[config.mk]
export PLATFORM = sky130hd
export DESIGN_NAME = sfifo_prefetch_ctrl
export DESIGN_NICKNAME = d
export VERILOG_FILES = /design/src/rtl/sfifo_prefetch_ctrl.sv
export SDC_FILE = /design/constraint.sdc
export NUM_CORES = 1
export LEC_CHECK = 0
export BUFFER_PORTS_ARGS = -buffer_cell sky130_fd_sc_hd__buf_2
export CORE_MARGIN = 2
export CORE_UTILIZATION = 57
export CTS_CLUSTER_DIAMETER = 60
export DETAILED_ROUTE_END_ITERATION = 10
export GPL_ROUTABILITY_DRIVEN = 0
export PLACE_DENSITY = 0.79
export SLEW_MARGIN = 10
export SYNTH_ARGS = -nofsm -noshare
export SYNTH_HDL_FRONTEND = slang
export SYNTH_SLANG_ARGS = --single-unit
[constraint.sdc]
create_clock -name clks -period 3.62 [get_ports clks]
set_input_delay 0.362 -clock clks [delete_from_list [all_inputs] [get_ports clks]]
set_output_delay 0.362 -clock clks [all_outputs]
set_load 0.005 [all_outputs]
[src/rtl/sfifo_prefetch_ctrl.sv]
// Single-clock FIFO controller for an external simple dual-port RAM. A small
// register prefetch buffer hides the RAM read latency and presents a show-ahead pop port.
module sfifo_prefetch_ctrl #(
    parameter int DATA_WIDTH  = 8,
    parameter int DEPTHBIT    = 10,
    parameter int RAM_OUT_REG = 1,
    parameter int AFULL_TH    = 1016
) (
    input  logic                  clks,
    input  logic                  rst_n,
    input  logic                  wen,
    input  logic [DATA_WIDTH-1:0] wdata,
    output logic                  full,
    output logic                  afull,
    input  logic                  ren,
    output logic [DATA_WIDTH-1:0] rdata,
    output logic                  empty,
    output logic [DEPTHBIT:0]     usedw,
    output logic                  ovf,
    output logic                  udf,
    output logic                  ram_wren,
    output logic [DEPTHBIT-1:0]   ram_waddr,
    output logic [DATA_WIDTH-1:0] ram_wdata,
    output logic [DEPTHBIT-1:0]   ram_raddr,
    input  logic [DATA_WIDTH-1:0] ram_q
);

    localparam int              RD_LAT    = 1 + RAM_OUT_REG;
    localparam logic [DEPTHBIT:0] CAPACITY  = {1'b1, {DEPTHBIT{1'b0}}};
    localparam logic [DEPTHBIT:0] AFULL_LVL = (DEPTHBIT + 1)'(AFULL_TH);
    localparam logic [DEPTHBIT:0] PTR_ONE   = (DEPTHBIT + 1)'(1);

    logic [DEPTHBIT:0]     wptr_q, wptr_d;
    logic [DEPTHBIT:0]     rptr_q, rptr_d;
    logic [DEPTHBIT:0]     usedw_q, usedw_d;
    logic [RD_LAT-1:0]     tok_q, tok_d;
    logic [DATA_WIDTH-1:0] buf_q [4];
    logic [DATA_WIDTH-1:0] buf_d [4];
    logic [1:0]            head_q, head_d;
    logic [1:0]            tail_q, tail_d;
    logic [2:0]            buf_cnt_q, buf_cnt_d;
    logic                  ovf_q, ovf_d;
    logic                  udf_q, udf_d;

    logic                  push, pop, issue, capture;
    logic [2:0]            inflight;
    logic [DEPTHBIT:0]     ram_cnt;

    always_comb begin
        full      = (usedw_q == CAPACITY);
        afull     = (usedw_q >= AFULL_LVL);
        empty     = (buf_cnt_q == 3'd0);
        usedw     = usedw_q;
        ovf       = ovf_q;
        udf       = udf_q;
        rdata     = buf_q[head_q];

        push      = wen & ~full;
        pop       = ren & ~empty;
        ram_wren  = push;
        ram_wdata = wdata;
        ram_waddr = wptr_q[DEPTHBIT-1:0];
        ram_raddr = rptr_q[DEPTHBIT-1:0];
        ram_cnt   = wptr_q - rptr_q;

        inflight = 3'd0;
        for (int i = 0; i < RD_LAT; i++) begin
            inflight = inflight + {2'b00, tok_q[i]};
        end

        // Reads are only issued when the buffer is guaranteed a free slot on return.
        issue   = (ram_cnt != '0) && ((inflight + buf_cnt_q) < 3'd4);
        capture = tok_q[RD_LAT-1];
    end

    always_comb begin
        wptr_d = push  ? wptr_q + PTR_ONE : wptr_q;
        rptr_d = issue ? rptr_q + PTR_ONE : rptr_q;

        tok_d    = '0;
        tok_d[0] = issue;
        for (int i = 1; i < RD_LAT; i++) begin
            tok_d[i] = tok_q[i-1];
        end

        buf_d = buf_q;
        if (capture) begin
            buf_d[tail_q] = ram_q;
        end
        tail_d = capture ? tail_q + 2'd1 : tail_q;
        head_d = pop     ? head_q + 2'd1 : head_q;

        buf_cnt_d = buf_cnt_q;
        if (capture && !pop) begin
            buf_cnt_d = buf_cnt_q + 3'd1;
        end else if (!capture && pop) begin
            buf_cnt_d = buf_cnt_q - 3'd1;
        end

        usedw_d = usedw_q;
        if (push && !pop) begin
            usedw_d = usedw_q + PTR_ONE;
        end else if (!push && pop) begin
            usedw_d = usedw_q - PTR_ONE;
        end

        ovf_d = wen & full;
        udf_d = ren & empty;
    end

    always_ff @(posedge clks or negedge rst_n) begin
        if (!rst_n) begin
            wptr_q    <= '0;
            rptr_q    <= '0;
            usedw_q   <= '0;
            tok_q     <= '0;
            head_q    <= '0;
            tail_q    <= '0;
            buf_cnt_q <= '0;
            ovf_q     <= 1'b0;
            udf_q     <= 1'b0;
            for (int i = 0; i < 4; i++) begin
                buf_q[i] <= '0;
            end
        end else begin
            wptr_q    <= wptr_d;
            rptr_q    <= rptr_d;
            usedw_q   <= usedw_d;
            tok_q     <= tok_d;
            head_q    <= head_d;
            tail_q    <= tail_d;
            buf_cnt_q <= buf_cnt_d;
            ovf_q     <= ovf_d;
            udf_q     <= udf_d;
            for (int i = 0; i < 4; i++) begin
                buf_q[i] <= buf_d[i];
            end
        end
    end

endmodule
# Yosys cells after proc, flatten, opt, wreduce, memory -nomap -nowiden
# Cells that the tools add are included.
dict set report word_totals {
  register_bits 76
  latch_bits 0
  mem_bits_rw 0
  romBits 0
  output_inout_bits 53
  wordCells 61
  memories 0
}
dict set report op_classes {
  addsub 11
  mul 0
  div 0
  n_lt_le_gt_ge 5
  eq_ne 1
  shift 0
  muxes 10
  n_bitwise 8
  n_reduce_logical 13
}
# cell n
set op_table {}
lappend op_table {{adder 11 x 1 -> 11 bit, second input constant} 3}
lappend op_table {{bitwise mux 32 bit} 1}
lappend op_table {{two-way mux 8 bit} 3}
lappend op_table {{two-way mux 11 bit} 2}
lappend op_table {{binary-select mux 8 bit (select 2 bit)} 1}
lappend op_table {{demux 8 bit (select 2 bit)} 1}
lappend op_table {{equality test 11 bit, second input constant} 1}
lappend op_table {{>= comparator 11 x 10 -> 1 bit, second input constant} 1}
lappend op_table {{nonzero test 11 bit} 1}
lappend op_table {{subtractor 11 x 1 -> 11 bit, second input constant} 1}
lappend op_table {{subtractor 11 bit} 1}
lappend op_table {{>= comparator 3 bit, second input constant} 2}
lappend op_table {{logical AND 1 bit} 6}
lappend op_table {{two-way mux 3 bit} 2}
lappend op_table {{NOT 2 -> 3 bit} 2}
lappend op_table {{adder 2 x 1 -> 2 bit, second input constant} 2}
lappend op_table {{AND 1 bit} 4}
lappend op_table {{nonzero test 2 bit} 2}
lappend op_table {{adder 2 x 3 -> 3 bit} 1}
lappend op_table {{adder 3 x 1 -> 3 bit, second input constant} 1}
lappend op_table {{zero test 1 bit} 3}
lappend op_table {{zero test 3 bit} 1}
lappend op_table {{less-than comparator 3 x 1 -> 1 bit, second input constant} 1}
lappend op_table {{less-than comparator 3 bit, second input constant} 1}
lappend op_table {{3 further kinds} 4}

# Depth between registers and ports, before layout
# Gate-level depths: netlist (run 1).
dict set report logic_depth {
  ltp_word 7
  depth_mapped 14
  depth_no_buf 13
}

# Worst setup path after synthesis (run 1)
# No wires, ideal clock.
dict set report synth_path {
  kind {register to register}
  start {reg usedw_q[5], in the netlist usedw[5]}
  end {reg usedw_q[10], in the netlist usedw[10]}
  setup_time_ns 0.125
  arrival_ns 3.071
  required_ns 3.495
  slack_ns 0.424
  stages_incl_launch_ff 15
  n_path_buf 1
  cell_sequence {dfrtp_1 -> nor4_1 -> nand3_1 -> and2_1 -> clkbuf_1 -> ha_1 -> inv_1 -> ha_1 -> a211o_1 -> a211oi_1 -> o21ai_0 -> a31oi_1 -> xnor2_1 -> nor2_1 -> xor2_1}
}
dict set report synth_via {
  elab_chain_len 6
}
# item line
set synth_rtl {}
lappend synth_rtl {{start: declaration} 35} ;# logic [DEPTHBIT:0] usedw_q, usedw_d;
lappend synth_rtl {{start signal: assignment} 128} ;# usedw_q <= usedw_d;
lappend synth_rtl {{equality test 11 bit (*)} 50} ;# full = (usedw_q == CAPACITY);
lappend synth_rtl {{NOT 1 bit (*)} 58} ;# push = wen & ~full;
lappend synth_rtl {{AND 1 bit (*)} 58}
lappend synth_rtl {{named net ram_wren} 21} ;# output logic ram_wren,
lappend synth_rtl {{zero test 1 bit} 103} ;# end else if (!push && pop) begin
lappend synth_rtl {{logical AND 1 bit} 103}
lappend synth_rtl {{nonzero test 2 bit (no line)} n/a}
# Mark *: on every way through the listed nets, which the timed path passes. The rest lies on a longest branch. The select of a mux whose other input is x is not followed.
# A chain may end at the register's enable or synchronous reset.

# Worst setup path in the final report (run 1)
dict set report layout_path {
  start {reg usedw_q[5], in the netlist usedw[5]}
  end {reg usedw_q[10], in the netlist usedw[10]}
}
dict set report layout_via {
  elab_chain_len 6
}
# item
set layout_rtl {}
lappend layout_rtl {{branches (longest 6 deep; another with subtractor 11 x 1 -> 11 bit)}}
# Several ways; the timed one is not identified. The select of a mux whose other input is x is not followed.

==> results.json, run 1 <==
{
  "overflow": 0,
  "synth_nets": 477,
  "max_freq_mhz": 308,
  "regToRegSetupSlack_ps": 380,
  "postCtsSetupBuffers": 0,
  "drv_cap": 0,
  "clock-sinks": 76,
  "drtIter0Drc": 128,
  "vias": 3237,
  "root_buffer": "clkbuf_8",
  "clkSlewWorstSetupHoldPaths_ps": 100,
  "synth_most_common_cell": "dfrtp_1",
  "period_minus_slack_ps": 3240,
  "io_buffers": 56,
  "finalSetupViolCount": 0,
  "h-tree-depth": 3,
  "peakVddDrop_mv": 0.513,
  "die_width_um": 93.6,
  "syn_area_per_cell_um2": 10.7,
  "synth_ff_type": "dfrtp_1",
  "status": "finished clean",
  "yosys.area.top_type_share": 0.415,
  "hold_path.class": "primary input to async pin",
  "viasPerCell": 5.74,
  "p_leak_nw": 2.26,
  "comb_power_share": 0.525,
  "required_ps": 3850,
  "layout_setup_ws_ps": 378,
  "worstPathMaxFanout": 6,
  "cts_tree": "yes",
  "row_count": 32,
  "min_period_over_period": 0.896,
  "drt_first_pass_iters": 4,
  "grt_pass1_vias": 3221,
  "p_int_mw": 2.89,
  "multi_input_area_mm2": 0.00233,
  "relSlewSlack": 0.379,
  "grt_pass1_wl_um": 15100,
  "crit_type": "flip-flop to flip-flop",
  "ys_ff_latch": 76,
  "grt_antenna_before_repair": 0,
  "synth_edf_count": 0,
  "power_density_mw_per_mm2": 984,
  "switching_power_mw": 1.98,
  "cts_buffers": 9,
  "synth_cell_types": 52,
  "fillCellCount": 626,
  "synth_common_cells": "dfrtp_1 (76), mux2_2 (36), buf_4 (28), ha_1 (28), nand2_1 (26)",
  "finClkSkew_ps": 16.8,
  "endpoint_kind": "flip-flop",
  "diodes": 0,
  "worstMarginPinSlew_ps": 932,
  "die_y_um": 93.6,
  "area_growth_syn_to_layout_pct": 8.31,
  "syn_inst": 427,
  "syn_area_mm2": 0.00458,
  "pre_cts_ws_ps": 324,
  "ys_warn_count": 0,
  "clk_latency_ps": 360,
  "grt_max_degree": 77,
  "nNetsFinal": 507,
  "synthArstFlopShare": 1.00,
  "hold_buffers": 0,
  "dieArea_mm2": 0.00876,
  "ios": 73,
  "core-area_mm2": 0.00777,
  "wirelength_um": 8960,
  "final_antenna_net_count": 0,
  "start_util": 0.589,
  "yosys-top-cells-area": "dfrtp_1 (42%), mux2_2 (8.9%), ha_1 (7.7%)",
  "dp.final_hpwl_um": 6530,
  "netSwitchingFraction": 0.407,
  "slew_violations": 0,
  "yosysSeqAreaShare": 0.415,
  "pwr-share-clk": 0.139,
  "arrival_ps": 3470,
  "setup_tns_ps": 0,
  "drive_above_1_share": 0.264,
  "cts_buffer_depth": 2,
  "start_kind": "flip-flop",
  "drcViolationCount": 0,
  "power.share.sequential": 0.337,
  "cts-resized-gates": 0,
  "rsz0062_at_grt": "no",
  "avgRoutedWirePerCell_um": 15.9,
  "track_usage": 0.219,
  "hold_viol_final": 0,
  "final-seq-area_mm2": 0.00190,
  "yosysTopAreaCell": "dfrtp_1"
}
per-layer routing:
| layer | global-route usage | wire length (um) | vias to the layer above |
|---|---|---|---|
| met5 | 0 | 0 | - |
| met4 | 0.0652 | 107 | 0 |
| li1 | - | - | 1565 |
| met1 | 0.300 | 4200 | 1606 |
| met2 | 0.356 | 4330 | 56 |
| met3 | 0.0403 | 323 | 10 |
logic make-up after synthesis:
logic type	after synthesis	share of synthesized area
fa+ha+maj	30	0.0853
mux	46	0.133
buf+inv	63	0.0771
flops	76	0.415
xor+xnor	35	0.0670
compound gates	80	0.116
simple gates	97	0.107
area by class of cell:
class                      count  share of cell area
sequential                    76               0.384
multi-input combinational    288               0.470
clock inverter                 7              0.0164
timing repair buffer          60              0.0631
inverter                      22              0.0167
tap                          102              0.0257
clock buffer                   9              0.0250
cell usage in the layout, fill, tap and decap left out, types with 4 or more instances in the layout:
master    instances
buf_2            55
nand2_1          26
and3_1            6
xnor2_1          23
inv_1            22
xor2_1           12
dfrtp_1          76
nand2b_1          5
a21oi_1          13
clkbuf_8          9
and2_1            5
a31oi_1           8
mux2_2           36
o21ai_0          19
nand3_1          11
o21bai_1          5
nor3_1            8
buf_4             5
nand4_1           5
mux4_2            8
o41ai_1           4
nor2_1           17
o21a_1            7
ha_1             28
per-stage QoR:
step	hold WS (ps)	power [mW]	cells	instance area, um^2	util
final	136	4.88	564	4960	0.638
after global routing	226	5.30	564	4960	0.638
after CTS	176	4.90	564	4950	0.638
after detailed placement	373	4.20	548	4750	0.611
after global placement	374	4.06	548	4750	0.611
after floorplan	66.4	3.57	427	4580	-
critical path, stage by stage, from the launching register on:
cell and delay, ps:
dfrtp_1 430, nor4_1 290, nand3_1 130, and2_1 260, ha_1 250, inv_1 180
ha_1 320, a211o_1 310, a211oi_2 250, o21ai_0 130, a31oi_1 210, xnor2_1 140
nor2_1 60, xor2_1 160
sequential cells by signal, indices dropped and copies added, names as in the netlist:
signal,cells
wptr_q,11
buf_cnt_q,3
ovf,1
usedw,11
tail_q,2
udf,1
head_q,2
rptr_q,11
tok_q,2
buf_q,32
power by group through the flow:
stage	Sequential (mW)	Combinational [mW]	Clock, mW
2_1_floorplan	1.50	2.07	0
3_5_place_dp	1.66	2.55	0
5_1_grt	1.71	2.87	0.724
6_report	1.64	2.56	0.677
4_1_cts	1.64	2.57	0.687
3_3_place_gp	1.62	2.45	0
path summary, 6_finish.rpt:
path                                from   endpoint  cells after the start
worst max-delay path            usedw[5]  usedw[10]                     13
worst min-delay path               rst_n  buf_q[17]                      1
worst max register to register  usedw[5]  usedw[10]                     13
min in group clks                    wen        ovf                      2
max in group asynchronous          rst_n   usedw[9]                      1
worst min register to register  tok_q[0]   tok_q[1]                      0
(Power assumes the default switching activity.)
==> inputs of run 2 (changes only) <==
--- a/config.mk
+++ b/config.mk
@@ -5,13 +5,14 @@
 export SDC_FILE = /design/constraint.sdc
 export NUM_CORES = 1
 export LEC_CHECK = 0
+export ABC_AREA = 1
 export BUFFER_PORTS_ARGS = -buffer_cell sky130_fd_sc_hd__buf_2
 export CORE_MARGIN = 2
-export CORE_UTILIZATION = 57
+export CORE_UTILIZATION = 58
 export CTS_CLUSTER_DIAMETER = 60
 export DETAILED_ROUTE_END_ITERATION = 10
 export GPL_ROUTABILITY_DRIVEN = 0
-export PLACE_DENSITY = 0.79
+export PLACE_DENSITY = 0.8
 export SLEW_MARGIN = 10
 export SYNTH_ARGS = -nofsm -noshare
 export SYNTH_HDL_FRONTEND = slang
==> run 2 against run 1 <==
- die area rose by 3.3%
- sequential power fell by 4%
- clock skew about the same
- global-route usage is 2.5 points higher
- cell count rose by 37%
- synthesized cell count is 48% higher
- clock-buffer cell count stayed put
- clock power decreased by 10%
- register-to-register slack improved by 90 ps
- critical endpoint is now usedw[5]
- highest routed layer unchanged
==> results.json, run 2 <==
{
  "critPathSlowestCell": "dfrtp_1",
  "max_freq_mhz": 318,
  "cp_cell_sequence": "inv_1 -> nand2_1 -> nor4_2 -> nor2_2 -> ha_1 -> inv_1 -> ha_1 -> nand2_1 -> nand3_1 -> nand2_1 -> nand2_1 -> a21oi_1 -> inv_1 -> or2_2 -> nand3_1 -> o21ai_0",
  "grt_max_degree": 77,
  "hold_viol_final": 0,
  "die_width_um": 95.2,
  "status": "finished clean",
  "hold_path.class": "primary input to async pin",
  "syn_area_per_cell_um2": 7.63,
  "overflow": 0,
  "slew_violations": 0,
  "power_density_mw_per_mm2": 934,
  "finalSetupViolCount": 0,
  "synth_top_family_by_area": "simple AND/OR/NAND/NOR gates",
  "yosysTopAreaCell": "dfrtp_1",
  "worstRegToRegCells": 16,
  "cts_buffers": 9,
  "clkSlewWorstSetupHoldPaths_ps": 90,
  "fillCellCount": 689,
  "yosys-top-cells-area": "dfrtp_1 (39%), nand2_1 (14%), ha_1 (7.3%)",
  "yosysSeqAreaShare": 0.395,
  "io_buffers": 56,
  "crit_start": "usedw[3]",
  "p_leak_nw": 2.72,
  "ys_ff_latch": 76,
  "hold_buffers": 0,
  "peakVddDrop_mv": 0.508,
  "viasPerCell": 5.42,
  "synthArstFlopShare": 1.00,
  "synth_compound_area_frac": 0.113,
  "cpMostUsedCell": "nand2_1",
  "postCtsSetupBuffers": 0,
  "endpoint_kind": "flip-flop",
  "synth_nets": 682,
  "crit_type": "flip-flop to flip-flop",
  "ys_warn_count": 0,
  "root_buffer": "clkbuf_8",
  "nNetsFinal": 711,
  "drtIter0Drc": 204,
  "synth_most_common_cell": "nand2_1",
  "min_period_over_period": 0.869,
  "syn_inst": 632,
  "ios": 73,
  "syn_area_mm2": 0.00482,
  "regToRegSetupSlack_ps": 470,
  "synth_common_cells": "nand2_1 (174), inv_1 (78), dfrtp_1 (76)",
  "drv_cap": 0,
  "r2r-start": "usedw[3]",
  "arrival_ps": 3380,
  "period_minus_slack_ps": 3150,
  "cts_tree": "yes",
  "p_total_mw": 4.82,
  "die_y_um": 95.2,
  "yosys.area_share.simple": 0.249,
  "synthAdderAreaFrac": 0.0810,
  "worstMarginPinSlew_ps": 941,
  "row_count": 33,
  "synth_cell_types": 36,
  "crit_end": "usedw[5]",
  "synth_ff_type": "dfrtp_1",
  "grt_pass1_wl_um": 17400,
  "core-area_mm2": 0.00813,
  "clk_latency_ps": 350,
  "largest_reg_flops": 32,
  "area_growth_syn_to_layout_pct": 7.11,
  "reg2reg_to": "usedw[5]",
  "dieArea_mm2": 0.00905,
  "largest-register": "buf_q",
  "worstPathMaxFanout": 11,
  "cts-resized-gates": 0,
  "required_ps": 3850,
  "rsz0062_at_grt": "no",
  "track_usage": 0.244,
  "wirelength_um": 10400,
  "diodes": 0,
  "drcViolationCount": 0,
  "finClkSkew_ps": 16.4,
  "layout_commonest_cell": "nand2_1",
  "start_util": 0.593,
  "grt_pass1_vias": 3821,
  "start_kind": "flip-flop",
  "dp.final_hpwl_um": 7680,
  "synth_edf_count": 0,
  "relSlewSlack": 0.372,
  "clock-sinks": 76,
  "vias": 4175,
  "final_antenna_net_count": 0,
  "synth_xor_area_frac": 0.0436,
  "h-tree-depth": 3,
  "setup_tns_ps": 0,
  "drt_first_pass_iters": 5,
  "slowest_delay_ps": 430,
  "final_cell_mix": "nand2_1 (174), inv_1 (78), dfrtp_1 (76), o21ai_0 (64), buf_2 (55)",
  "avgRoutedWirePerCell_um": 13.5,
  "muxShareOfSynthArea": 0.00234,
  "drive_above_1_share": 0.131,
  "grt_antenna_before_repair": 0,
  "yosys.area.top_type_share": 0.395,
  "cts_buffer_depth": 2
}
run 2: cell count changes after synthesis, moves of 14 or more:
cell and delta:
nand2_1 +148, inv_1 +56, o21ai_0 +45, mux2_2 -35, nand3_1 +24, nor2_1 +21, xnor2_1 -14
run 2: layout make-up:
cell class	count	area, um^2	area share
Sequential cell	76	1900	0.368
Clock inverter	7	57.6	0.0111
Timing Repair Buffer	57	290	0.0562
Tap cell	105	131	0.0254
Clock buffer	9	124	0.0240
Inverter	80	300	0.0582
Multi-Input combinational cell	437	2360	0.457
run 2: logic make-up (layout without fill, tap and decap cells):
logic type                 count (synthesis)  after routing
and+or+nand+nor                          280            280
buffers and inverters                    119            153
AOI/OAI and AO/OA                        102            102
DFF                                       76             76
adders and majority gates                 30             30
xor gates and xnor gates                  24             24
muxes                                      1              1
run 2: worst min-delay path by stage:
stage	startpoint	to	slack, ps
3_3_place_gp	tok_q[0]	tok_q[1]	370
5_1_grt	rst_n	buf_q[26]	220
4_1_cts	rst_n	buf_q[2]	190
3_5_place_dp	tok_q[0]	tok_q[1]	370
2_1_floorplan	rst_n	buf_cnt_q[0]	70
6_report	rst_n	buf_q[2]	140
run 2: power by group:
part	switching [mW]	internal (mW)
sequential	0.365	1.22
combinational	1.62	1.01
clock	0.347	0.260
run 2: through the flow:
stage                     area (um^2)  setup WS (ps)   util  hold slack [ps]  std cells
after floorplan                  4820            660      -             66.4        632
final                            5160            473  0.635              144        771
after global placement           4980            608  0.612              375        755
after global routing             5160            142  0.635              220        771
after detailed placement         4980            499  0.612              371        755
after CTS                        5160            481  0.635              185        771
run 2: critical path, delay by kind of cell, from the launching register on:
kind,cells,cell delay (ps)
flops,1,430
compound gates,2,280
buf+inv,3,390
simple gates,9,1330
fa+ha+maj,2,590
run 2: routing by layer:
layer	GRT usage	part of all wire	routed length, um	vias to the layer above
li1	-	-	-	2074
met4	0.0713	0.016	165	0
met5	0	0	0	-
met1	0.339	0.46	4810	1936
met2	0.389	0.47	4870	144
met3	0.0482	0.056	588	21
==> inputs of run 3 (changes only) <==
--- a/config.mk
+++ b/config.mk
@@ -12,7 +12,7 @@
 export CTS_CLUSTER_DIAMETER = 60
 export DETAILED_ROUTE_END_ITERATION = 10
 export GPL_ROUTABILITY_DRIVEN = 0
-export PLACE_DENSITY = 0.8
+export PLACE_DENSITY = 0.81
 export SLEW_MARGIN = 10
 export SYNTH_ARGS = -nofsm -noshare
 export SYNTH_HDL_FRONTEND = slang
==> run 3 against run 2 <==
- hold slack improved by 12 ps
- combinational power barely moved
- critical path depth did not move
- setup slack got worse by 40 ps
- final area rose by 0.48%
- non-clock buffer count did not move
- register-to-register slack got worse by 40 ps
- critical path type unchanged
- critical endpoint unchanged
==> results.json, run 3 (synthesis gave the netlist of run 2 again) <==
{
  "status": "finished clean",
  "vias": 4100,
  "layout_commonest_cell": "nand2_1",
  "hold_path.class": "primary input to async pin",
  "drive_above_1_share": 0.131,
  "crit_type": "flip-flop to flip-flop",
  "ios": 73,
  "h-tree-depth": 3,
  "area_growth_syn_to_layout_pct": 7.63,
  "largest_reg_flops": 32,
  "die_y_um": 95.2,
  "critPathSlowestCell": "dfrtp_1",
  "cts_buffer_depth": 2,
  "grt_max_degree": 77,
  "p_total_mw": 4.86,
  "pre_cts_ws_ps": 460,
  "cts-resized-gates": 0,
  "overflow": 0,
  "p_leak_nw": 2.73,
  "grt_antenna_before_repair": 0,
  "track_usage": 0.241,
  "nNetsFinal": 711,
  "setup_tns_ps": 0,
  "min_period_over_period": 0.880,
  "dp.final_hpwl_um": 7290,
  "worstMarginPinSlew_ps": 946,
  "cts_tree": "yes",
  "relSlewSlack": 0.370,
  "start_kind": "flip-flop",
  "finalSetupViolCount": 0,
  "peakVddDrop_mv": 0.542,
  "largest-register": "buf_q",
  "period_minus_slack_ps": 3190,
  "core-area_mm2": 0.00813,
  "final_antenna_net_count": 0,
  "clk_latency_ps": 340,
  "cp_cell_sequence": "inv_1 -> nand3b_1 -> nor4_2 -> nor2_2 -> ha_1 -> inv_1 -> ha_1 -> nand2_1 -> nand3_1 -> nand2_1 -> nand2_1 -> a21oi_1 -> inv_1 -> or2_2 -> nand3_1 -> o21ai_0",
  "crit_family": "simple AND/OR/NAND/NOR gates",
  "final_util": 0.638,
  "arrival_ps": 3410,
  "diodes": 0,
  "row_count": 33,
  "rsz0062_at_grt": "no",
  "postCtsSetupBuffers": 0,
  "clkSlewWorstSetupHoldPaths_ps": 90,
  "slew_violations": 0,
  "hold_viol_final": 0,
  "slowest_delay_ps": 470,
  "endpoint_kind": "flip-flop",
  "drcViolationCount": 0,
  "drt_first_pass_iters": 5,
  "crit_buf_inv": 3,
  "worstPathMaxFanout": 11,
  "cts_buffers": 9,
  "drtIter0Drc": 128,
  "required_ps": 3840,
  "avgRoutedWirePerCell_um": 13.2,
  "final_cell_mix": "nand2_1 (174), inv_1 (78), dfrtp_1 (76), o21ai_0 (64), buf_2 (55)",
  "hold_buffers": 0,
  "io_buffers": 56,
  "root_buffer": "clkbuf_8",
  "max_freq_mhz": 314,
  "start_util": 0.593,
  "drv_cap": 0,
  "die_width_um": 95.2,
  "layout_setup_ws_ps": 433,
  "grt_pass1_vias": 3769,
  "clock-sinks": 76,
  "finClkSkew_ps": 14.4,
  "wirelength_um": 10200,
  "viasPerCell": 5.32,
  "power_density_mw_per_mm2": 936,
  "dieArea_mm2": 0.00905,
  "grt_pass1_wl_um": 17200
}
## run 3: worst paths after layout
check	start	to	slack, ps	cells past startpoint
worst max-delay path	usedw[0]	usedw[5]	430	16
worst min-delay path	rst_n	buf_q[26]	160	1
worst max register to register	usedw[0]	usedw[5]	430	16
worst min register to register	tok_q[0]	tok_q[1]	380	0
max in group asynchronous	rst_n	tok_q[0]	2840	1
min in group clks	ren	udf	270	3
## run 3: routing by layer
layer	part of all wire	up-vias	global-route usage
met3	0.050	8	0.0435
met1	0.49	1922	0.338
met2	0.45	95	0.381
met5	0	-	0
li1	-	2075	-
met4	0.010	0	0.0749
## run 3: through the flow
| stage | hold slack (ps) | area, um^2 | cells |
|---|---|---|---|
| floorplan | 66.4 | 4820 | 632 |
| global placement | 374 | 4980 | 755 |
| detailed placement | 369 | 4980 | 755 |
| CTS | 190 | 5190 | 771 |
| global route | 241 | 5190 | 771 |
| finish | 156 | 5190 | 771 |
## run 3: cell type report
type                       count  area [um^2]
tap                          105          131
clock inverter                 7         82.6
multi-input combinational    437         2360
inverter                      80          300
sequential                    76         1900
timing repair buffer          57          290
fill                         679         2950
clock buffer                   9          124
## run 3: where the power goes
group          switching, mW  leakage, nW  internal, mW
Sequential             0.362        0.940          1.22
Clock                  0.345       0.0984         0.329
Combinational           1.59         1.69          1.01
Total                   2.30         2.73          2.56
## run 3: worst reg2reg max path: stages (launching register included)
cell and delay (ps):
dfrtp_1 470, inv_1 90, nand3b_1 90, nor4_2 360, nor2_2 180, ha_1 230
inv_1 210, ha_1 360, nand2_1 110, nand3_1 110, nand2_1 100, nand2_1 60
a21oi_1 200, inv_1 80, or2_2 270, nand3_1 60, o21ai_0 80
